--- config.mk ---
export PLATFORM = sky130hd
export DESIGN_NAME = csa_multi_operand_ctrl
export DESIGN_NICKNAME = d
export VERILOG_FILES = /design/src/rtl/csa_multi_operand_ctrl.sv
export SDC_FILE = /design/constraint.sdc
export NUM_CORES = 1
export LEC_CHECK = 0
export BUFFER_PORTS_ARGS = -buffer_cell sky130_fd_sc_hd__buf_2
export CORE_UTILIZATION = 50
export DETAILED_ROUTE_END_ITERATION = 6
export PLACE_DENSITY_LB_ADDON = 0.3
export SLEW_MARGIN = 10
export SYNTH_ARGS = -nofsm -noshare
export SYNTH_HDL_FRONTEND = slang
export SYNTH_SLANG_ARGS = --single-unit
--- constraint.sdc ---
create_clock -name clk -period 1.8 [get_ports clk]
set_input_delay 0.36 -clock clk [delete_from_list [all_inputs] [get_ports clk]]
set_output_delay 0.36 -clock clk [all_outputs]
set_load 0.01 [all_outputs]
--- src/rtl/csa_multi_operand_ctrl.sv ---
// Folds a valid/ready operand stream into one sum through a time-shared 3:2 CSA stage; CSA_OVF_DETECT_EN adds out_ovf.
// Result valid 2 edges after the last accept; in_ready is low from RESOLVE until the result handshakes.
module csa_multi_operand_ctrl #(
  parameter int WIDTH   = 4,
  parameter int RES_W   = 8,
  parameter int MAX_OPS = 16,
  localparam int CNT_W  = $clog2(MAX_OPS + 1)
) (
  input  logic             clk,
  input  logic             rst_n,
  input  logic             in_valid,
  output logic             in_ready,
  input  logic [WIDTH-1:0] in_data,
  input  logic             in_last,
  output logic             out_valid,
  input  logic             out_ready,
  output logic [RES_W-1:0] out_sum,
  output logic [CNT_W-1:0] out_count,
  output logic             out_ovf
);

  typedef enum logic [1:0] {IDLE, ACCUM, RESOLVE, DONE} state_t;

  state_t           state, state_nxt;
  logic [RES_W-1:0] sum_r, carry_r;
  logic [CNT_W-1:0] cnt;
  logic [RES_W-1:0] operand, csa_s, csa_m, csa_c;
  logic             accept;
  logic             hit_max;

  assign in_ready  = rst_n && (state == IDLE || state == ACCUM);
  assign out_valid = (state == DONE);
  assign accept    = in_valid && in_ready;
  assign hit_max   = ((cnt + 1'b1) == CNT_W'(MAX_OPS));

  assign operand = RES_W'(in_data);
  assign csa_s   = sum_r ^ carry_r ^ operand;
  assign csa_m   = (sum_r & carry_r) | (sum_r & operand) | (carry_r & operand);
  // The shift discards the majority MSB; its weight 2^RES_W is only tracked as overflow.
  assign csa_c   = csa_m << 1;

  always_comb begin
    state_nxt = state;
    case (state)
      IDLE:    if (accept) state_nxt = (in_last || MAX_OPS == 1) ? RESOLVE : ACCUM;
      ACCUM:   if (accept) state_nxt = (in_last || hit_max) ? RESOLVE : ACCUM;
      RESOLVE: state_nxt = DONE;
      DONE:    if (out_ready) state_nxt = IDLE;
      default: state_nxt = IDLE;
    endcase
  end

`ifdef CSA_OVF_DETECT_EN
  logic             ovf_r;
  logic [RES_W:0]   resolved;
  assign resolved = {1'b0, sum_r} + {1'b0, carry_r};
`else
  logic [RES_W-1:0] resolved;
  assign resolved = sum_r + carry_r;
  assign out_ovf  = 1'b0;
`endif

  always_ff @(posedge clk or negedge rst_n) begin
    if (!rst_n) begin
      state     <= IDLE;
      sum_r     <= '0;
      carry_r   <= '0;
      cnt       <= '0;
      out_sum   <= '0;
      out_count <= '0;
    end else begin
      state <= state_nxt;
      case (state)
        IDLE: if (accept) begin
          sum_r   <= operand;
          carry_r <= '0;
          cnt     <= CNT_W'(1);
        end
        ACCUM: if (accept) begin
          sum_r   <= csa_s;
          carry_r <= csa_c;
          cnt     <= cnt + 1'b1;
        end
        RESOLVE: begin
          out_sum   <= resolved[RES_W-1:0];
          out_count <= cnt;
        end
        default: ;
      endcase
    end
  end

`ifdef CSA_OVF_DETECT_EN
  always_ff @(posedge clk or negedge rst_n) begin
    if (!rst_n) begin
      ovf_r   <= 1'b0;
      out_ovf <= 1'b0;
    end else begin
      case (state)
        IDLE:    if (accept) ovf_r <= 1'b0;
        ACCUM:   if (accept && csa_m[RES_W-1]) ovf_r <= 1'b1;
        RESOLVE: out_ovf <= ovf_r | resolved[RES_W];
        default: ;
      endcase
    end
  end
`endif

endmodule

==> out/qor.txt, run 1 <==
Main area contributors after synthesis: dfrtp_1 45%, nand2_1 6.7%, ha_1 5.1%
CP Capture Type: primary output
Worst path top cell family by delay: buffers and inverters
Synth Flop Type: dfrtp_1
Cells along the critical path: dlygate4sd3_1 -> clkbuf_4 -> nor2b_1 -> buf_2
CTS tree: done
Post-Synth Adder-Cell Area: 9.23%
# DRC: 0
Worst path bufs/invs: 3
P&R area growth vs syn: 11.0%
Maximum fanout along the worst path: 7
CTS buffer count: 5
Hold path depth: 3
EDFF count, synth: 0
Max-cap violation count: 0
Nets: 236
Total power: 3.32 mW
Post-Synth Simple-Gate Area: 15.1%
Reg area: 876 sq um
First-pass DRT Iterations: 6
I/O pins: 25
Synth Net Count: 213
Worst Hold Endpoint: state[1]
Hold Crit Start: in_last
Hold Slack: 0.349 ns
Fin util: 58.3%
Routed len/inst: 12.8 um
Routed vias: 1412
Routed wire length: 3390 um
Gr usage total: 19.5%
Cell Area, Synth: 1950 sq um
Clk slew on worst S/H paths: 0.07 ns
Die ar.: 4160 sq um
Largest family of logic cells by synthesized area: simple AND/OR/NAND/NOR gates
Worst path max stage delay: 0.54 ns
FFs w/ async S/R, synth: 100%
Global-route wire length before repair: 6040 um
Post-layout minimum cycle time: 1.74 ns
Synth Area in Compound Gates: 14.9%
Final setup viols: 0
WP data required: 1.44 ns
PortBufs: 23
Pin count of the biggest net entering global routing: 33
Mapped Cells: 192
Hold Crit Class: input pin to flop
Clock Skew: 0.00731 ns
Root buffer cell: clkbuf_8
Initial antenna violation count: 0
Crit share post-route: 96.4%
# rows: 22
H-tree levels: 2
Area share of the largest cell type after synthesis: 44.9%
Reg-to-reg slack, setup: 0.08 ns
Fillers: 335
Post-synth cell types: 38
# diodes: 0
Chip height: 64.5 um
Initial core utilization: 52.5%
Post-CTS setup buffers: 0
CP max stage cell: dlygate4sd3_1
Status: complete, no violations
Dpl cells: 255
Pwr dens: 1530 nW/um^2
Max IR drop VDD: 0.000825 V
Mux contribution to synthesized area: 5.64%
Worst R2R End: out_sum[5]
Crit start category: input pin
GPL Wtd Cong: 0.762
Placed wire-length estimate: 2390 um
Share of cells above drive strength 1: 23.1%
Slew Viols, Final: 0
Layout Cells excl Fill: 264
Die W: 64.5 um
Max frequency: 576 MHz
Area leader, netlist: dfrtp_1
Setup CP Type: input pin to primary output
Max Root-Sink Buffers: 2
FF-to-FF Start: carry_r[1]
Seq/Total Area, Yosys: 44.9%
CP Data Arrival Time: 1.38 ns
Total grt overflow: 0
Latest clock arrival within the worst-skew pair: 0.29 ns
Static Leak: 1.04 nW
Detailed Route Iter0 Violations: 67
DR vias/cell: 5.35
Final ANT Viol Nets: 0
Clock Sinks: 35
Area of the multi-input gates: 931 sq um
R2R depth: 6
RSZ-0062 raised after global routing: false
Setup tns final: 0 ns
Endpoints failing hold: 0
Seq cells post-synth: 35
Vias in the first global route: 1320
Ys Warns: 0
Core footprint: 3720 sq um
Syn Area/Cell: 10.2 sq um
Xor and xnor fraction of the mapped netlist area: 2.24%
[power by group]
| group | internal (mW) | switching [mW] | leakage (nW) |
|---|---|---|---|
| clock | 0.348 | 0.285 | 0.0505 |
| sequential | 1.08 | 0.275 | 0.448 |
| combinational | 0.615 | 0.714 | 0.537 |
| total | 2.04 | 1.27 | 1.04 |
[logic make-up after synthesis]
group / after synthesis
other cells: 1
flops: 35
mux: 10
buf+inv: 20
xor+xnor: 5
fa+ha+maj: 12
compound gates: 48
simple gates: 61
[sequential cells by signal (all words and copies together) (netlist names)]
name       count
cnt            5
state          2
carry_r        7
out_sum        8
sum_r          8
out_count      5
[per-stage QoR]
stage,area [sq um],worst slack (ns)
floorplan,1950,0.133
global placement,2040,0.0830
detailed placement,2040,-0.00346
CTS,2160,0.0190
global route,2170,0.00111
finish,2170,0.0643
[cells in the mapped netlist, types with 2 or more instances]
library cell and count:
dfrtp_1 35, nand2_1 35, o21ai_0 20, nor2_1 10
inv_1 9, a21oi_1 8, ha_1 8, mux2_2 8
buf_6 5, o21ai_1 5, fa_1 4, nand3_1 3
nor3_1 3, o31ai_1 3, xor2_1 3, a211oi_1 2
a21o_1 2, and2_1 2, buf_12 2, buf_2 2
mux2i_1 2, nand2b_4 2, nand4b_1 2, nor2b_1 2
xnor2_1 2
[worst max-delay path by stage]
stage	startpoint	endpoint	cells after the start
after floorplan	sum_r[1]	out_sum[5]	6
after global placement	carry_r[1]	out_sum[5]	6
after detailed placement	carry_r[1]	out_sum[5]	6
after CTS	carry_r[1]	out_sum[5]	6
after global routing	carry_r[1]	out_sum[5]	6
final	rst_n	in_ready	4
[cell type report]
class | instances | area share [%]
tap | 48 | 2.77
multi-input combinational | 137 | 43.0
clock inverter | 1 | 0.346
timing repair buffer | 27 | 7.51
sequential | 35 | 40.4
clock buffer | 7 | 4.45
inverter | 9 | 1.56
[cells in the final DEF, fill, tap and decap left out, types with 3 or more instances in the layout]
cell | synthesis | final
a21oi_1 | 8 | 7
nand3_1 | 3 | 3
o21ai_1 | 5 | 5
nand2_1 | 35 | 35
xor2_1 | 3 | 3
nor3_1 | 3 | 3
inv_1 | 9 | 9
fa_1 | 4 | 3
clkbuf_8 | 0 | 7
mux2_2 | 8 | 8
o21ai_0 | 20 | 20
nor2_1 | 10 | 10
ha_1 | 8 | 8
o31ai_1 | 3 | 3
buf_2 | 2 | 22
dfrtp_1 | 35 | 35
[tightest hold or removal path, delay by kind of cell]
kind            cells  cell delay [ns]
compound gates      2             0.15
buf+inv             1             0.09
[routing by layer]
metal	global-route usage (%)	wire length (um)	up-vias
met3	7.04	136	7
met5	0	0	-
met4	6.67	55	0
met2	30.9	1540	25
li1	-	-	702
met1	24.5	1660	678
[what timing repair did]
action	4_1_cts	5_1_grt
gates resized for setup	1	2
hold endpoints to repair	3	0
hold buffers	1	0
endpoints found under the setup margin	1	2
Note: power is estimated with default switching activity, not from simulation.
==> run 2: changes to the inputs <==
BUFFER_PORTS_ARGS = default   (was -buffer_cell sky130_fd_sc_hd__buf_2)
DONT_BUFFER_PORTS = 1   (was default)
PLACE_DENSITY = 0.68   (was default)
PLACE_DENSITY_LB_ADDON = default   (was 0.3)
==> run 2 against run 1 <==
Setup slack improved by 0.033 ns. Power shrank 6.1%. Sequential power is 5% higher. Global-route usage shrank 0.86 points. Sequential cell count is the same. Design area is 6.5% lower. Largest power group unchanged. Critical endpoint is now out_sum[5]. Register-to-register slack better by 0.02 ns. Die area stayed put. Non-clock buffer count is 23 lower. Largest cell class unchanged. Cell count fell by 8.7%. Via count is 6.8% lower.
==> out/qor.txt, run 2 (synthesis gave the netlist of run 1 again) <==
PortBufs: 0
Latest clock arrival within the worst-skew pair: 0.29 ns
Status: complete, no violations
# rows: 22
Worst path max stage delay: 0.40 ns
Endpoints failing hold: 0
Hold Crit Class: input pin to flop
Met3 routed WL: 142 um
Clk slew on worst S/H paths: 0.07 ns
Initial antenna violation count: 0
Clock Skew: 0.00781 ns
Vias in the first global route: 1302
# diodes: 0
GPL Wtd Cong: 0.773
Nets: 213
Post-CTS setup buffers: 0
Worst Hold Endpoint: state[1]
Hold Crit Start: in_last
Final setup viols: 0
Worst path top cell family by delay: adder cells
CTS buffer count: 5
Pwr dens: 1540 nW/um^2
Crit start category: flop
M1 WL: 1540 um
Detailed Route Iter0 Violations: 29
Root buffer cell: clkbuf_8
WP data required: 1.96 ns
Hold path depth: 2
Initial core utilization: 52.5%
Reg-to-reg slack, setup: 0.1 ns
Met2 Wirelength: 1710 um
Share of cells above drive strength 1: 13.0%
DR vias/cell: 5.46
Top Registers: out_sum: 8 flops, sum_r: 8 flops, carry_r: 7 flops
I/O pins: 25
Routed wire length: 3430 um
Core footprint: 3720 sq um
Static Leak: 0.925 nW
Setup tns final: 0 ns
Max IR drop VDD: 0.000887 V
Total power: 3.12 mW
Pin count of the biggest net entering global routing: 41
Dpl cells: 231
Cells along the critical path: ha_1 -> fa_2 -> a21o_1 -> a21oi_2 -> xor2_1 -> o21ai_0
Slew Viols, Final: 0
Gr usage total: 18.6%
Worst R2R End: out_sum[5]
Clock Sinks: 35
Layout Cells excl Fill: 241
Die ar.: 4160 sq um
Global-route wire length before repair: 5760 um
Total grt overflow: 0
Worst path bufs/invs: 0
Crit share post-route: 94.6%
P&R area growth vs syn: 3.85%
Post-layout minimum cycle time: 1.70 ns
Hold Slack: 0.255 ns
Routed vias: 1316
Setup WS post-layout: 0.0968 ns
FF-to-FF Start: carry_r[1]
Max frequency: 587 MHz
RSZ-0062 raised after global routing: false
Setup CP Type: flop to flop
Die W: 64.5 um
Max-cap violation count: 0
Final ANT Viol Nets: 0
First-pass DRT Iterations: 4
Placed wire-length estimate: 2380 um
Maximum fanout along the worst path: 3
Routed len/inst: 14.2 um
Max Root-Sink Buffers: 2
# DRC: 0
Placed Area: 1910 sq um
CP Capture Type: flop
Post-Layout Inst Area: 2030 sq um
Chip height: 64.5 um
CP Data Arrival Time: 1.87 ns
H-tree levels: 2
R2R depth: 6
Dpl ws: 0.0312 ns
CTS tree: done
Fin util: 54.5%
Most frequent cells in the layout: 35 x nand2_1, 35 x dfrtp_1, 20 x o21ai_0
Uppermost layer routed: met4
CP max stage cell: dfrtp_1
-- run 2: worst max-delay path by stage --
stage / from / end / cells after the start
floorplan: sum_r[1] / out_sum[5] / 6
global placement: carry_r[1] / out_sum[5] / 6
detailed placement: carry_r[1] / out_sum[5] / 6
CTS: carry_r[1] / out_sum[5] / 6
global route: carry_r[1] / out_sum[5] / 6
finish: carry_r[1] / out_sum[5] / 6
-- run 2: layer usage --
layer,vias to the layer above,track usage [%]
met3,6,6.34
met5,-,0
met2,23,32.4
met4,0,5.83
li1,651,-
met1,636,21.4
-- run 2: power breakdown --
group | internal, mW | switching (mW) | total [mW]
sequential | 1.08 | 0.343 | 1.43
combinational | 0.524 | 0.618 | 1.14
clock | 0.271 | 0.276 | 0.548
-- run 2: layout make-up --
class | instances | area, sq um
Fill cell | 339 | 1690
Multi-Input combinational cell | 137 | 931
Sequential cell | 35 | 876
Clock buffer | 7 | 76.3
Tap cell | 48 | 60.1
Timing Repair Buffer | 4 | 45.0
Inverter | 9 | 33.8
Clock inverter | 1 | 5.00
-- run 2: what timing repair did --
action                                  4_1_cts  5_1_grt
hold endpoints to repair                     35        0
endpoints found under the setup margin        0        1
hold buffers                                  2        0
resized for setup                             0        2
==> run 3: changes to the inputs <==
CORE_MARGIN = 2   (was default)
MAX_ROUTING_LAYER = met4   (was default)
==> run 3 against run 2 <==
Sequential cell count unchanged. Largest power group unchanged. Utilization rose by 0.067 points. Design area rose by 0.12%. Highest routed layer unchanged. Power grew 0.22%. Combinational power barely moved. Via count up 1.1%. Largest cell class unchanged. Sequential share of layout area is 0.053 points lower. Critical path depth stayed put.
==> out/qor.txt, run 3 (synthesis gave the netlist of run 1 again) <==
Status: complete, no violations
H-tree levels: 2
PortBufs: 0
# rows: 22
Vias in the first global route: 1279
Maximum fanout along the worst path: 3
Endpoints failing hold: 0
Initial antenna violation count: 0
First-pass DRT Iterations: 4
NetSw: 1.26 mW
Pin count of the biggest net entering global routing: 41
Clock share of power: 17.9%
Root buffer cell: clkbuf_8
Worst path top cell family by delay: adder cells
Routed wire length: 3490 um
Routed len/inst: 14.5 um
Final ANT Viol Nets: 0
CP Data Arrival Time: 1.88 ns
Slew Viols, Final: 0
I/O pins: 25
Max-cap violation count: 0
Setup WS post-layout: 0.0939 ns
Routed vias: 1330
Final setup viols: 0
Chip height: 66.5 um
Max Root-Sink Buffers: 2
Share of cells above drive strength 1: 14.0%
CP Capture Type: flop
Crit start category: flop
Static Leak: 0.930 nW
Placed wire-length estimate: 2260 um
RSZ-0062 raised after global routing: false
Most frequent cells in the layout: 35 x nand2_1, 35 x dfrtp_1, 20 x o21ai_0
# DRC: 0
Clk slew on worst S/H paths: 0.07 ns
Die W: 66.5 um
Max frequency: 586 MHz
Gr usage total: 18.2%
Clock Skew: 0.00256 ns
Setup CP Type: flop to flop
Reg area: 876 sq um
Worst path max stage delay: 0.40 ns
Global-route wire length before repair: 5800 um
Fillers: 330
# diodes: 0
Seq pwr share: 45.7%
Pwr dens: 1540 nW/um^2
Detailed Route Iter0 Violations: 48
Core footprint: 3720 sq um
Initial core utilization: 52.5%
Switching portion of total power: 40.3%
GPL Wtd Cong: 0.790
Latest clock arrival within the worst-skew pair: 0.29 ns
Comb pwr share: 36.5%
Crit share post-route: 94.8%
CTS tree: done
Post-layout minimum cycle time: 1.71 ns
Die ar.: 4420 sq um
P&R area growth vs syn: 3.97%
Cells along the critical path: ha_1 -> fa_2 -> a21o_1 -> a21oi_2 -> xor2_1 -> o21ai_0
Nets: 213
CP max stage cell: dfrtp_1
Dpl ws: 0.0374 ns
CTS buffer count: 5
Max IR drop VDD: 0.000673 V
Hold Crit Class: input pin to flop
Setup tns final: 0 ns
Reg-to-reg slack, setup: 0.09 ns
WP data required: 1.97 ns
Int Power: 1.87 mW
DR vias/cell: 5.52
Total grt overflow: 0
Post-CTS setup buffers: 0
Area of the multi-input gates: 931 sq um
Clock Sinks: 35
Worst path bufs/invs: 0
Top Registers: out_sum: 8 flops, sum_r: 8 flops, carry_r: 7 flops
run 3: repair_timing:
item                                    CTS  global route
gates resized for setup                   0             2
endpoints found under the setup margin    0             1
endpoints found under the hold margin    35             0
hold buffers                              2             0
run 3: final cells by class:
type | count | share of cell area (%)
tap | 48 | 2.96
multi-input combinational | 137 | 45.9
inverter | 9 | 1.66
clock inverter | 3 | 0.740
timing repair buffer | 4 | 2.22
clock buffer | 5 | 3.39
sequential | 35 | 43.2
run 3: path summary, 6_finish.rpt:
path / cells after the start / end / from
setup / recovery: 6 / out_sum[5] / carry_r[1]
hold / removal: 2 / sum_r[1] / in_data[1]
setup reg to reg: 6 / out_sum[5] / carry_r[1]
hold reg to reg: 2 / carry_r[4] / carry_r[4]
max in group asynchronous: 2 / sum_r[0] / rst_n
min in group asynchronous: 2 / out_sum[6] / rst_n
run 3: layer usage:
layer	part of all wire, %	GRT usage [%]
met1	49	22.6
met2	45	27.3
met3	4.8	6.93
met4	1.3	6.12
met5	0	-
run 3: power groups by stage:
stage	clock network (mW)	registers, mW	logic, mW
2_1_floorplan	0	1.37	1.04
3_3_place_gp	0	1.42	1.07
3_5_place_dp	0	1.44	1.11
4_1_cts	0.578	1.42	1.14
5_1_grt	0.611	1.47	1.32
6_report	0.558	1.43	1.14
run 3: through the flow:
step / cell area (sq um) / hold WS (ns) / power (mW) / instances / util, %
4_1_cts: 2020 / 0.241 / 3.14 / 241 / 54.4
5_1_grt: 2030 / 0.261 / 3.40 / 241 / 54.6
3_3_place_gp: 1910 / 0.0652 / 2.49 / 231 / 51.4
3_5_place_dp: 1910 / 0.0652 / 2.55 / 231 / 51.4
6_report: 2030 / 0.249 / 3.12 / 241 / 54.6
2_1_floorplan: 1950 / 0.0644 / 2.40 / 192 / -
